**src/rtl/p2s_serializer_pkg.sv**
```systemverilog
// Shared types and defaults for the stereo parallel-to-serial output block.
package p2s_serializer_pkg;

    localparam int unsigned OUT_WIDTH_DEFAULT = 40;

    typedef enum logic [1:0] {
        IDLE  = 2'd0,
        ARMED = 2'd1,
        SHIFT = 2'd2
    } FSMState;

    // Bit counter width; a one-bit word still needs a one-bit counter.
    function automatic int unsigned cntWidth(input int unsigned width);
        return (width > 1) ? $clog2(width) : 1;
    endfunction

endpackage

```
**src/rtl/p2s_serializer_if.sv**
```systemverilog
// Handshake, data and status bundle between the main controller and p2s_serializer.
interface p2s_serializer_if #(
    parameter int unsigned OUT_WIDTH = 40
) ();
    logic                 frame;
    logic                 in_valid;
    logic                 in_ready;
    logic [OUT_WIDTH-1:0] in_data_l;
    logic [OUT_WIDTH-1:0] in_data_r;
    logic                 ser_out_l;
    logic                 ser_out_r;
    logic                 out_ready;
    logic                 tx_done;
    logic                 underrun;
    logic                 frame_err;

    modport master (
        output frame, in_valid, in_data_l, in_data_r,
        input  in_ready, ser_out_l, ser_out_r, out_ready, tx_done, underrun, frame_err
    );

    modport slave (
        input  frame, in_valid, in_data_l, in_data_r,
        output in_ready, ser_out_l, ser_out_r, out_ready, tx_done, underrun, frame_err
    );
endinterface

```
**src/rtl/p2s_shift_chan.sv**
```systemverilog
// Single-channel MSB-first shifter: a word can be parked (load) or launched (start),
// and the serial bit is a register so it reads 0 whenever nothing is being sent.
module p2s_shift_chan #(
    parameter int unsigned WIDTH = 40
) (
    input  logic             sclk,
    input  logic             reset_n,
    input  logic             clear,
    input  logic             load,
    input  logic             start,
    input  logic             shift,
    input  logic [WIDTH-1:0] data,
    output logic             serOut
);
    logic [WIDTH-1:0] shiftReg;

    always_ff @(posedge sclk or negedge reset_n) begin
        if (!reset_n) begin
            shiftReg <= '0;
            serOut   <= 1'b0;
        end else if (clear) begin
            shiftReg <= '0;
            serOut   <= 1'b0;
        end else if (load) begin
            shiftReg <= data;
            serOut   <= 1'b0;
        end else if (start) begin
            shiftReg <= {data[WIDTH-2:0], 1'b0};
            serOut   <= data[WIDTH-1];
        end else if (shift) begin
            shiftReg <= {shiftReg[WIDTH-2:0], 1'b0};
            serOut   <= shiftReg[WIDTH-1];
        end
    end
endmodule

```
**src/rtl/p2s_serializer.sv**
```systemverilog
// Stereo parallel-to-serial output stage, frame-aligned, MSB first.
// Define P2S_DOUBLE_BUF_EN to add a holding register so the next pair is taken during SHIFT.
module p2s_serializer
    import p2s_serializer_pkg::*;
#(
    parameter int unsigned OUT_WIDTH = OUT_WIDTH_DEFAULT
) (
    input  logic                  sclk,
    input  logic                  reset_n,
    p2s_serializer_if.slave       bus
);
    localparam int unsigned          CNT_WIDTH = cntWidth(OUT_WIDTH);
    localparam logic [CNT_WIDTH-1:0] CNT_LAST  = CNT_WIDTH'(OUT_WIDTH - 1);

    FSMState              state, stateNext;
    logic [CNT_WIDTH-1:0] bitCnt, bitCntNext;
    logic                 outReadyNext, txDoneNext, underrunNext, frameErrNext, inReadyNext;
    logic                 shClear, shLoad, shStart, shShift;
    logic                 accept;
    logic [OUT_WIDTH-1:0] srcL, srcR;

    assign accept = bus.in_valid && bus.in_ready;

`ifdef P2S_DOUBLE_BUF_EN
    logic [OUT_WIDTH-1:0] holdL, holdR;
    logic                 holdValid, holdValidNext, holdLoad, holdClear, useHold;

    assign srcL = useHold ? holdL : bus.in_data_l;
    assign srcR = useHold ? holdR : bus.in_data_r;

    always_ff @(posedge sclk or negedge reset_n) begin
        if (!reset_n) begin
            holdL     <= '0;
            holdR     <= '0;
            holdValid <= 1'b0;
        end else if (holdLoad) begin
            holdL     <= bus.in_data_l;
            holdR     <= bus.in_data_r;
            holdValid <= 1'b1;
        end else if (holdClear) begin
            holdValid <= 1'b0;
        end
    end
`else
    assign srcL = bus.in_data_l;
    assign srcR = bus.in_data_r;
`endif

    // Next state, shifter controls and next values of the registered outputs.
    always_comb begin
        stateNext    = state;
        bitCntNext   = bitCnt;
        outReadyNext = 1'b0;
        txDoneNext   = 1'b0;
        underrunNext = 1'b0;
        frameErrNext = 1'b0;
        shClear      = 1'b0;
        shLoad       = 1'b0;
        shStart      = 1'b0;
        shShift      = 1'b0;
`ifdef P2S_DOUBLE_BUF_EN
        holdLoad     = 1'b0;
        holdClear    = 1'b0;
        useHold      = 1'b0;
`endif
        case (state)
            IDLE: begin
                if (accept && bus.frame) begin
                    shStart      = 1'b1;
                    bitCntNext   = CNT_LAST;
                    outReadyNext = 1'b1;
                    stateNext    = SHIFT;
                end else if (accept) begin
                    shLoad    = 1'b1;
                    stateNext = ARMED;
                end else if (bus.frame) begin
                    underrunNext = 1'b1;
                end
            end
            ARMED: begin
                // Parked word already sits in the shifter; a shift launches its MSB.
                if (bus.frame) begin
                    shShift      = 1'b1;
                    bitCntNext   = CNT_LAST;
                    outReadyNext = 1'b1;
                    stateNext    = SHIFT;
                end
`ifdef P2S_DOUBLE_BUF_EN
                holdLoad = accept;
`endif
            end
            SHIFT: begin
                if (bitCnt != '0) begin
                    shShift      = 1'b1;
                    bitCntNext   = bitCnt - CNT_WIDTH'(1);
                    outReadyNext = 1'b1;
                    frameErrNext = bus.frame;
`ifdef P2S_DOUBLE_BUF_EN
                    holdLoad     = accept;
`endif
                end else begin
                    txDoneNext = 1'b1;
                    bitCntNext = '0;
`ifdef P2S_DOUBLE_BUF_EN
                    // A held (or just-offered) word follows with no gap if framed now.
                    useHold   = holdValid;
                    holdClear = holdValid;
                    if (holdValid || accept) begin
                        if (bus.frame) begin
                            shStart      = 1'b1;
                            bitCntNext   = CNT_LAST;
                            outReadyNext = 1'b1;
                            stateNext    = SHIFT;
                        end else begin
                            shLoad    = 1'b1;
                            stateNext = ARMED;
                        end
                    end else begin
                        shClear      = 1'b1;
                        frameErrNext = bus.frame;
                        stateNext    = IDLE;
                    end
`else
                    shClear      = 1'b1;
                    frameErrNext = bus.frame;
                    stateNext    = IDLE;
`endif
                end
            end
            default: begin
                shClear   = 1'b1;
                stateNext = IDLE;
            end
        endcase
`ifdef P2S_DOUBLE_BUF_EN
        holdValidNext = holdLoad || (holdValid && !holdClear);
        inReadyNext   = !holdValidNext;
`else
        inReadyNext   = (stateNext == IDLE);
`endif
    end

    always_ff @(posedge sclk or negedge reset_n) begin
        if (!reset_n) begin
            state         <= IDLE;
            bitCnt        <= '0;
            bus.in_ready  <= 1'b1;
            bus.out_ready <= 1'b0;
            bus.tx_done   <= 1'b0;
            bus.underrun  <= 1'b0;
            bus.frame_err <= 1'b0;
        end else begin
            state         <= stateNext;
            bitCnt        <= bitCntNext;
            bus.in_ready  <= inReadyNext;
            bus.out_ready <= outReadyNext;
            bus.tx_done   <= txDoneNext;
            bus.underrun  <= underrunNext;
            bus.frame_err <= frameErrNext;
        end
    end

    p2s_shift_chan #(.WIDTH(OUT_WIDTH)) chanL (
        .sclk    (sclk),
        .reset_n (reset_n),
        .clear   (shClear),
        .load    (shLoad),
        .start   (shStart),
        .shift   (shShift),
        .data    (srcL),
        .serOut  (bus.ser_out_l)
    );

    p2s_shift_chan #(.WIDTH(OUT_WIDTH)) chanR (
        .sclk    (sclk),
        .reset_n (reset_n),
        .clear   (shClear),
        .load    (shLoad),
        .start   (shStart),
        .shift   (shShift),
        .data    (srcR),
        .serOut  (bus.ser_out_r)
    );
endmodule

```
**src/flat_wrapper.sv**
```systemverilog
// flat-port wrapper written by rule: the top's interface ports become plain ports
module p2s_serializer_flat import p2s_serializer_pkg::*;
#(
    parameter int unsigned OUT_WIDTH = OUT_WIDTH_DEFAULT
)
  (sclk, reset_n, bus_frame, bus_in_valid, bus_in_data_l, bus_in_data_r, bus_in_ready, bus_ser_out_l, bus_ser_out_r, bus_out_ready, bus_tx_done, bus_underrun, bus_frame_err);
  p2s_serializer_if #(.OUT_WIDTH(OUT_WIDTH)) bus_i ();
  input  logic sclk;
  input  logic reset_n;
  input wire logic [$bits(bus_i.frame)-1:0] bus_frame;
  input wire logic [$bits(bus_i.in_valid)-1:0] bus_in_valid;
  input wire logic [$bits(bus_i.in_data_l)-1:0] bus_in_data_l;
  input wire logic [$bits(bus_i.in_data_r)-1:0] bus_in_data_r;
  output wire logic [$bits(bus_i.in_ready)-1:0] bus_in_ready;
  output wire logic [$bits(bus_i.ser_out_l)-1:0] bus_ser_out_l;
  output wire logic [$bits(bus_i.ser_out_r)-1:0] bus_ser_out_r;
  output wire logic [$bits(bus_i.out_ready)-1:0] bus_out_ready;
  output wire logic [$bits(bus_i.tx_done)-1:0] bus_tx_done;
  output wire logic [$bits(bus_i.underrun)-1:0] bus_underrun;
  output wire logic [$bits(bus_i.frame_err)-1:0] bus_frame_err;
  assign bus_i.frame = bus_frame;
  assign bus_i.in_valid = bus_in_valid;
  assign bus_i.in_data_l = bus_in_data_l;
  assign bus_i.in_data_r = bus_in_data_r;
  assign bus_in_ready = bus_i.in_ready;
  assign bus_ser_out_l = bus_i.ser_out_l;
  assign bus_ser_out_r = bus_i.ser_out_r;
  assign bus_out_ready = bus_i.out_ready;
  assign bus_tx_done = bus_i.tx_done;
  assign bus_underrun = bus_i.underrun;
  assign bus_frame_err = bus_i.frame_err;
  p2s_serializer #(.OUT_WIDTH(OUT_WIDTH)) u_core (.sclk(sclk), .reset_n(reset_n), .bus(bus_i));
endmodule
```
**config.mk**
```make
export PLATFORM = sky130hd
export DESIGN_NAME = p2s_serializer_flat
export DESIGN_NICKNAME = d
export VERILOG_FILES = /design/src/rtl/p2s_serializer_pkg.sv /design/src/rtl/p2s_serializer_if.sv /design/src/rtl/p2s_shift_chan.sv /design/src/rtl/p2s_serializer.sv /design/src/flat_wrapper.sv
export SDC_FILE = /design/constraint.sdc
export NUM_CORES = 1
export LEC_CHECK = 0
export ABC_AREA = 0
export BUFFER_PORTS_ARGS = -buffer_cell sky130_fd_sc_hd__buf_2
export CAP_MARGIN = 15
export CORE_MARGIN = 8
export CORE_UTILIZATION = 55
export DETAILED_ROUTE_END_ITERATION = 6
export GPL_ROUTABILITY_DRIVEN = 1
export PLACE_DENSITY = 0.8
export SLEW_MARGIN = 5
export SYNTH_ARGS = -nofsm -noshare
export SYNTH_HDL_FRONTEND = slang
export SYNTH_HIERARCHICAL = 1
export SYNTH_SLANG_ARGS = --single-unit
```
**constraint.sdc**
```tcl
create_clock -name sclk -period 3.7 [get_ports sclk]
set_input_delay 0.37 -clock sclk [delete_from_list [all_inputs] [get_ports sclk]]
set_output_delay 0.37 -clock sclk [all_outputs]
set_load 0.02 [all_outputs]
```
# Word-level counts from Yosys, hierarchy flattened
# Cells that the tools add are included.
# Widths: inputs -> output; s select.
# totals
ff_bits	95
in_bits	84
elab_cells	66
# op_classes
add_sub_neg	1
eq_ne	4
n_mux	41
reduce_logical	9
# ops
cell	n
$mux 40	8
$mux 1	21
$mux 6	3
$pmux 6 s3	1
$mux 2	4
$pmux 2 s3	1
$reduce_bool 6->1	1
$sub 6x1->6 const B	1
$logic_not 2->1	2
$pmux 1 s2	2
$reduce_bool 4->1	1
$pmux 1 s3	1
$reduce_and 3->1	1
$reduce_bool 3->1	1
$eq 2x1->1 const B	1
$eq 2x2->1 const B	1
$logic_and 1x1->1	2
$ne 2x1->1 const B	1
$ne 2x2->1 const B	1
$reduce_or 2->1	1

# Longest topological paths before layout
# depth
depth_word	7
depth_mapped	11

# Modules after synthesis
# The synthesis kept the hierarchy.
# modules_own_cells
module	n_inst	cells_each	area_per_inst_um2
p2s_shift_chan	2	188	2232.1
p2s_serializer	1	84	829.5

# Worst setup path after synthesis
# Ideal clock, no wire load.
# synth_path
kind	reg-to-reg
start	register u_core.state[0]
end	register u_core.chanL.shiftReg[21]
setup_time_ns	0.126
arrival_time_ns	2.555
setup_slack_ns	1.019
stages_incl_launch_ff	9
path_cell_list	dfrtp_1 > inv_1 > ha_1 > buf_2 > o21ai_2 > a21boi_0 > nor3_4 > buf_6 > a221o_1
# synth_via
elab_cells_between_ends	12
cone_classes	eq/ne: 2; mux: 7; reduce/logical: 3
# synth_rtl
item	line_no	text
start: declaration	p2s_serializer.sv:15	FSMState state, stateNext;
start signal: assignment	p2s_serializer.sv:153	state <= stateNext;
$eq 2x2->1 or $eq 2x1->1 (tied branches)	p2s_serializer.sv:66	case (state)
$pmux 1 s2 *	p2s_serializer.sv:66	
net u_core.shShift	p2s_serializer.sv:18	logic shClear, shLoad, shStart, shShift;
$reduce_bool 4->1 (no source line) *	--	
end signal: assignment	p2s_shift_chan.sv:25	shiftReg <= data;
end signal: assignment	p2s_shift_chan.sv:28	shiftReg <= {data[WIDTH-2:0], 1'b0};
end signal: assignment	p2s_shift_chan.sv:31	shiftReg <= {shiftReg[WIDTH-2:0], 1'b0};
end: declaration	p2s_shift_chan.sv:15	logic [WIDTH-1:0] shiftReg;
# The timed path passes the listed nets; every way through them passes the cells marked *.
# A chain may end at the register's enable or synchronous reset.

# Worst setup path after layout
# layout_path
start	register u_core.state[0]
end	register u_core.chanL.shiftReg[28]
# layout_via
elab_cells_between_ends	12
cone_classes	eq/ne: 2; mux: 7; reduce/logical: 3
# layout_rtl
item	line_no
$eq 2x1->1 or $logic_not 2->1 (tied branches)	p2s_serializer.sv:66
$reduce_or 2->1 (no source line)	--
$pmux 1 s2 *	p2s_serializer.sv:66
net u_core.shClear	p2s_serializer.sv:18
$reduce_bool 4->1 (no source line) or $mux 40 (tied branches)	--
# Marks and branches as above.

==> flow_summary.yaml <==
synth:
  synth_nets: 550
  yosysMostFrequentCell: "dfrtp_1"
  synth_cells: 460
  netlist.area_leader.share_pct: 44.43
  synth-seq-cells: 95
  synth_edf_count: 0
  syn_area_per_cell_um2: 11.51
  ys_top_cells_by_count: "dfrtp_1 (94), mux2i_1 (80), nor3_1 (79)"
  yosysTopAreaCell: "dfrtp_1"
  synth_cell_types: 46
  synthFlopType: "dfrtp_1"
  netlist_top_cells_area: "dfrtp_1 (44%), mux2i_1 (15%), a221o_1 (15%)"
  syn_area_um2: 5294
  ys_seq_area_share_pct: 44.93
  ys_async_sr_fraction_pct: 100.0
  yosysWarnings: 6
setup_path:
  setup.worst_path.end: "u_core/chanL/shiftReg[28]"
  critPathLaunch: "u_core/state[0]"
  rrSetupSlack_ns: 0.87
  r2r_end: "u_core/chanL/shiftReg[28]"
  start_kind: "flop"
  cp.arrival_ns: 3.09
  reg2reg_from: "u_core/state[0]"
  critical_path_required_ns: 3.96
  critical_path_class: "reg2reg"
  ff2ff_path_depth: 10
  critical_path.endpoint_type: "flop"
  critPathMaxFanout: 41
route:
  wl_per_cell_um: 19.08
  vias_per_cell: 6.203
  drt-total-wl_um: 12710
  via_count: 4131
  drtIter0Drc: 366
  antenna_left: 0
  first_pass_iters: 4
  drcViolationCount: 0
sta:
  fin_skew_ns: 0.01166
  final-setup-viol-count: 0
  max_freq_mhz: 352.9
  rsz0062_at_grt: "no"
  period_needed_ns: 2.834
  final_max_slew_viol_count: 0
  hold_ws_ns: 0.1186
  tightest_slew_ns: 0.9244
  slew-limit-headroom_pct: 38.38
  period_share_pct: 76.58
  finalHoldViolCount: 0
  timing.setup.tns_ns: 0
placed_design:
  port_buffers: 90
  hpwlAfterDp_um: 8350
  gp_congestion: 0.8451
  dp.cells: 650
global_routing:
  grt_usage_pct: 20.27
  grt_pass1_wl_um: 21310
  grt_pass1_vias: 4271
  grt_max_degree: 73
  antenna_found_initial: 0
  grt-ovfl-total: 0
power:
  power.density_nw_per_um2: 697.1
  leakage_uw: 0.002533
  ir_drop_mv: 0.3921
final_layout:
  register_area_um2: 2379
  utilization_pct: 61.95
  drive_gt1_share_pct: 25.52
  fillers: 776
  area_growth_pct: 11.75
  fin_cells: 666
  multiInputGateArea_um2: 2581
  fin_nets: 618
  antennaDiodeCount: 0
clocking:
  cts_setup_buffers: 0
  cts_root_buf: "clkbuf_8"
  clock_latency_ns: 0.38
  cts_inserted_buffers: 9
  cts_tree: "done"
  clock-sinks: 95
  cts_resized: 0
  clkTransAtPathRegs_ns: 0.09
  hold_buffers: 0
  htree_num_levels: 3
  cts_max_path_buffers: 2
floorplanning:
  initial_utilization_pct: 55.44
  io_pins: 91
  dieArea_um2: 13020
  rows: 36
  die_width_um: 114.1
  coreArea_um2: 9549
  die_y_um: 114.1
min_path:
  worstHoldPathType: "in2async"
status:
  status: "finished, final reports clean"
flow_run:
  cap_violations: 0
layout by cell type, fill, tap and decap left out, types with 2 or more instances in the layout:
| cell type | instances |
|---|---|
| a21oi_1 | 5 |
| a221o_1 | 78 |
| a22o_1 | 2 |
| a22oi_1 | 2 |
| and2_1 | 2 |
| and2b_1 | 2 |
| and3_1 | 2 |
| buf_2 | 89 |
| buf_4 | 13 |
| clkbuf_8 | 11 |
| clkinv_2 | 2 |
| dfrtp_1 | 94 |
| ha_1 | 6 |
| inv_1 | 5 |
| mux2_2 | 2 |
| mux2_4 | 2 |
| mux2i_1 | 80 |
| nand2_1 | 8 |
| nand3_1 | 4 |
| nor2_1 | 8 |
| nor2_4 | 3 |
| nor3_1 | 79 |
| nor3_4 | 3 |
| o21ai_2 | 2 |
| o22a_1 | 2 |
| or2_1 | 2 |
cell type report:
| cell class | instances | area share [%] |
|---|---|---|
| clock buffers | 11 | 2.559 |
| clock inverters | 5 | 0.9518 |
| inverters | 5 | 0.3173 |
| multi-input cells | 314 | 43.63 |
| flip-flops and latches | 95 | 40.21 |
| well taps | 133 | 2.813 |
| repair buffers | 103 | 9.518 |
cells by family after synthesis:
logic type	synth area share (%)
flip-flops	44.93
adder cells (fa/ha/maj)	1.418
AND/OR/NAND/NOR	12.15
multiplexers	16.12
buffers and inverters	6.452
AO/OA/AOI/OAI	18.93
critical path: stages, from the launching register on:
cell and delay (ns):
dfrtp_1 0.44, inv_1 0.11, ha_1 0.36, inv_1 0.17
nor3_4 0.33, a21o_2 0.16, or2_1 0.09, buf_4 0.38
nor3_4 0.05, buf_4 0.22, a221o_1 0.38
per-stage QoR:
| step | instance area, µm² | worst slack [ns] | total power, µW |
|---|---|---|---|
| final | 5916 | 0.8665 | 4124 |
| after global placement | 5708 | 0.9813 | 3335 |
| after global routing | 5916 | 0.6492 | 4396 |
| after floorplan | 5294 | 1.019 | 3143 |
| after detailed placement | 5708 | 0.8898 | 3414 |
| after CTS | 5916 | 0.8704 | 4144 |
worst min path at each step:
| stage | startpoint | to | slack [ns] | cells past startpoint |
|---|---|---|---|---|
| after global routing | reset_n | u_core/chanL/shiftReg[5] | 0.18 | 1 |
| after floorplan | reset_n | u_core/bitCnt[0] | 0.07 | 0 |
| after global placement | u_core/bitCnt[5] | u_core/bitCnt[5] | 0.49 | 1 |
| after detailed placement | u_core/chanR/shiftReg[0] | u_core/chanR/shiftReg[0] | 0.49 | 1 |
| after CTS | reset_n | u_core/chanL/shiftReg[7] | 0.15 | 1 |
| final | reset_n | u_core/chanL/shiftReg[7] | 0.12 | 1 |
flip-flops by register name, summed over array words and instances (netlist names), 2 cells and up:
signal and count:
u_core/state 2, u_core/bitCnt 6, u_core/chanL/shiftReg 40, u_core/chanR/shiftReg 40
where the power goes:
part           internal [µW]  total (µW)  switching [µW]  leakage, µW
Combinational            751        1950            1200      0.00116
Sequential              1290        1450             157      0.00127
Clock                    348         723             375     0.000105
per-layer routing:
layer  GRT usage [%]  wire length (µm)  vias up
met5               0                 0        -
met3           4.272               531       16
met4           8.252               197        0
met2           31.51              6284      111
met1           26.97              5691     2057
li1                -                 -     1947
No activity file was read; power rests on OpenSTA's default activity.
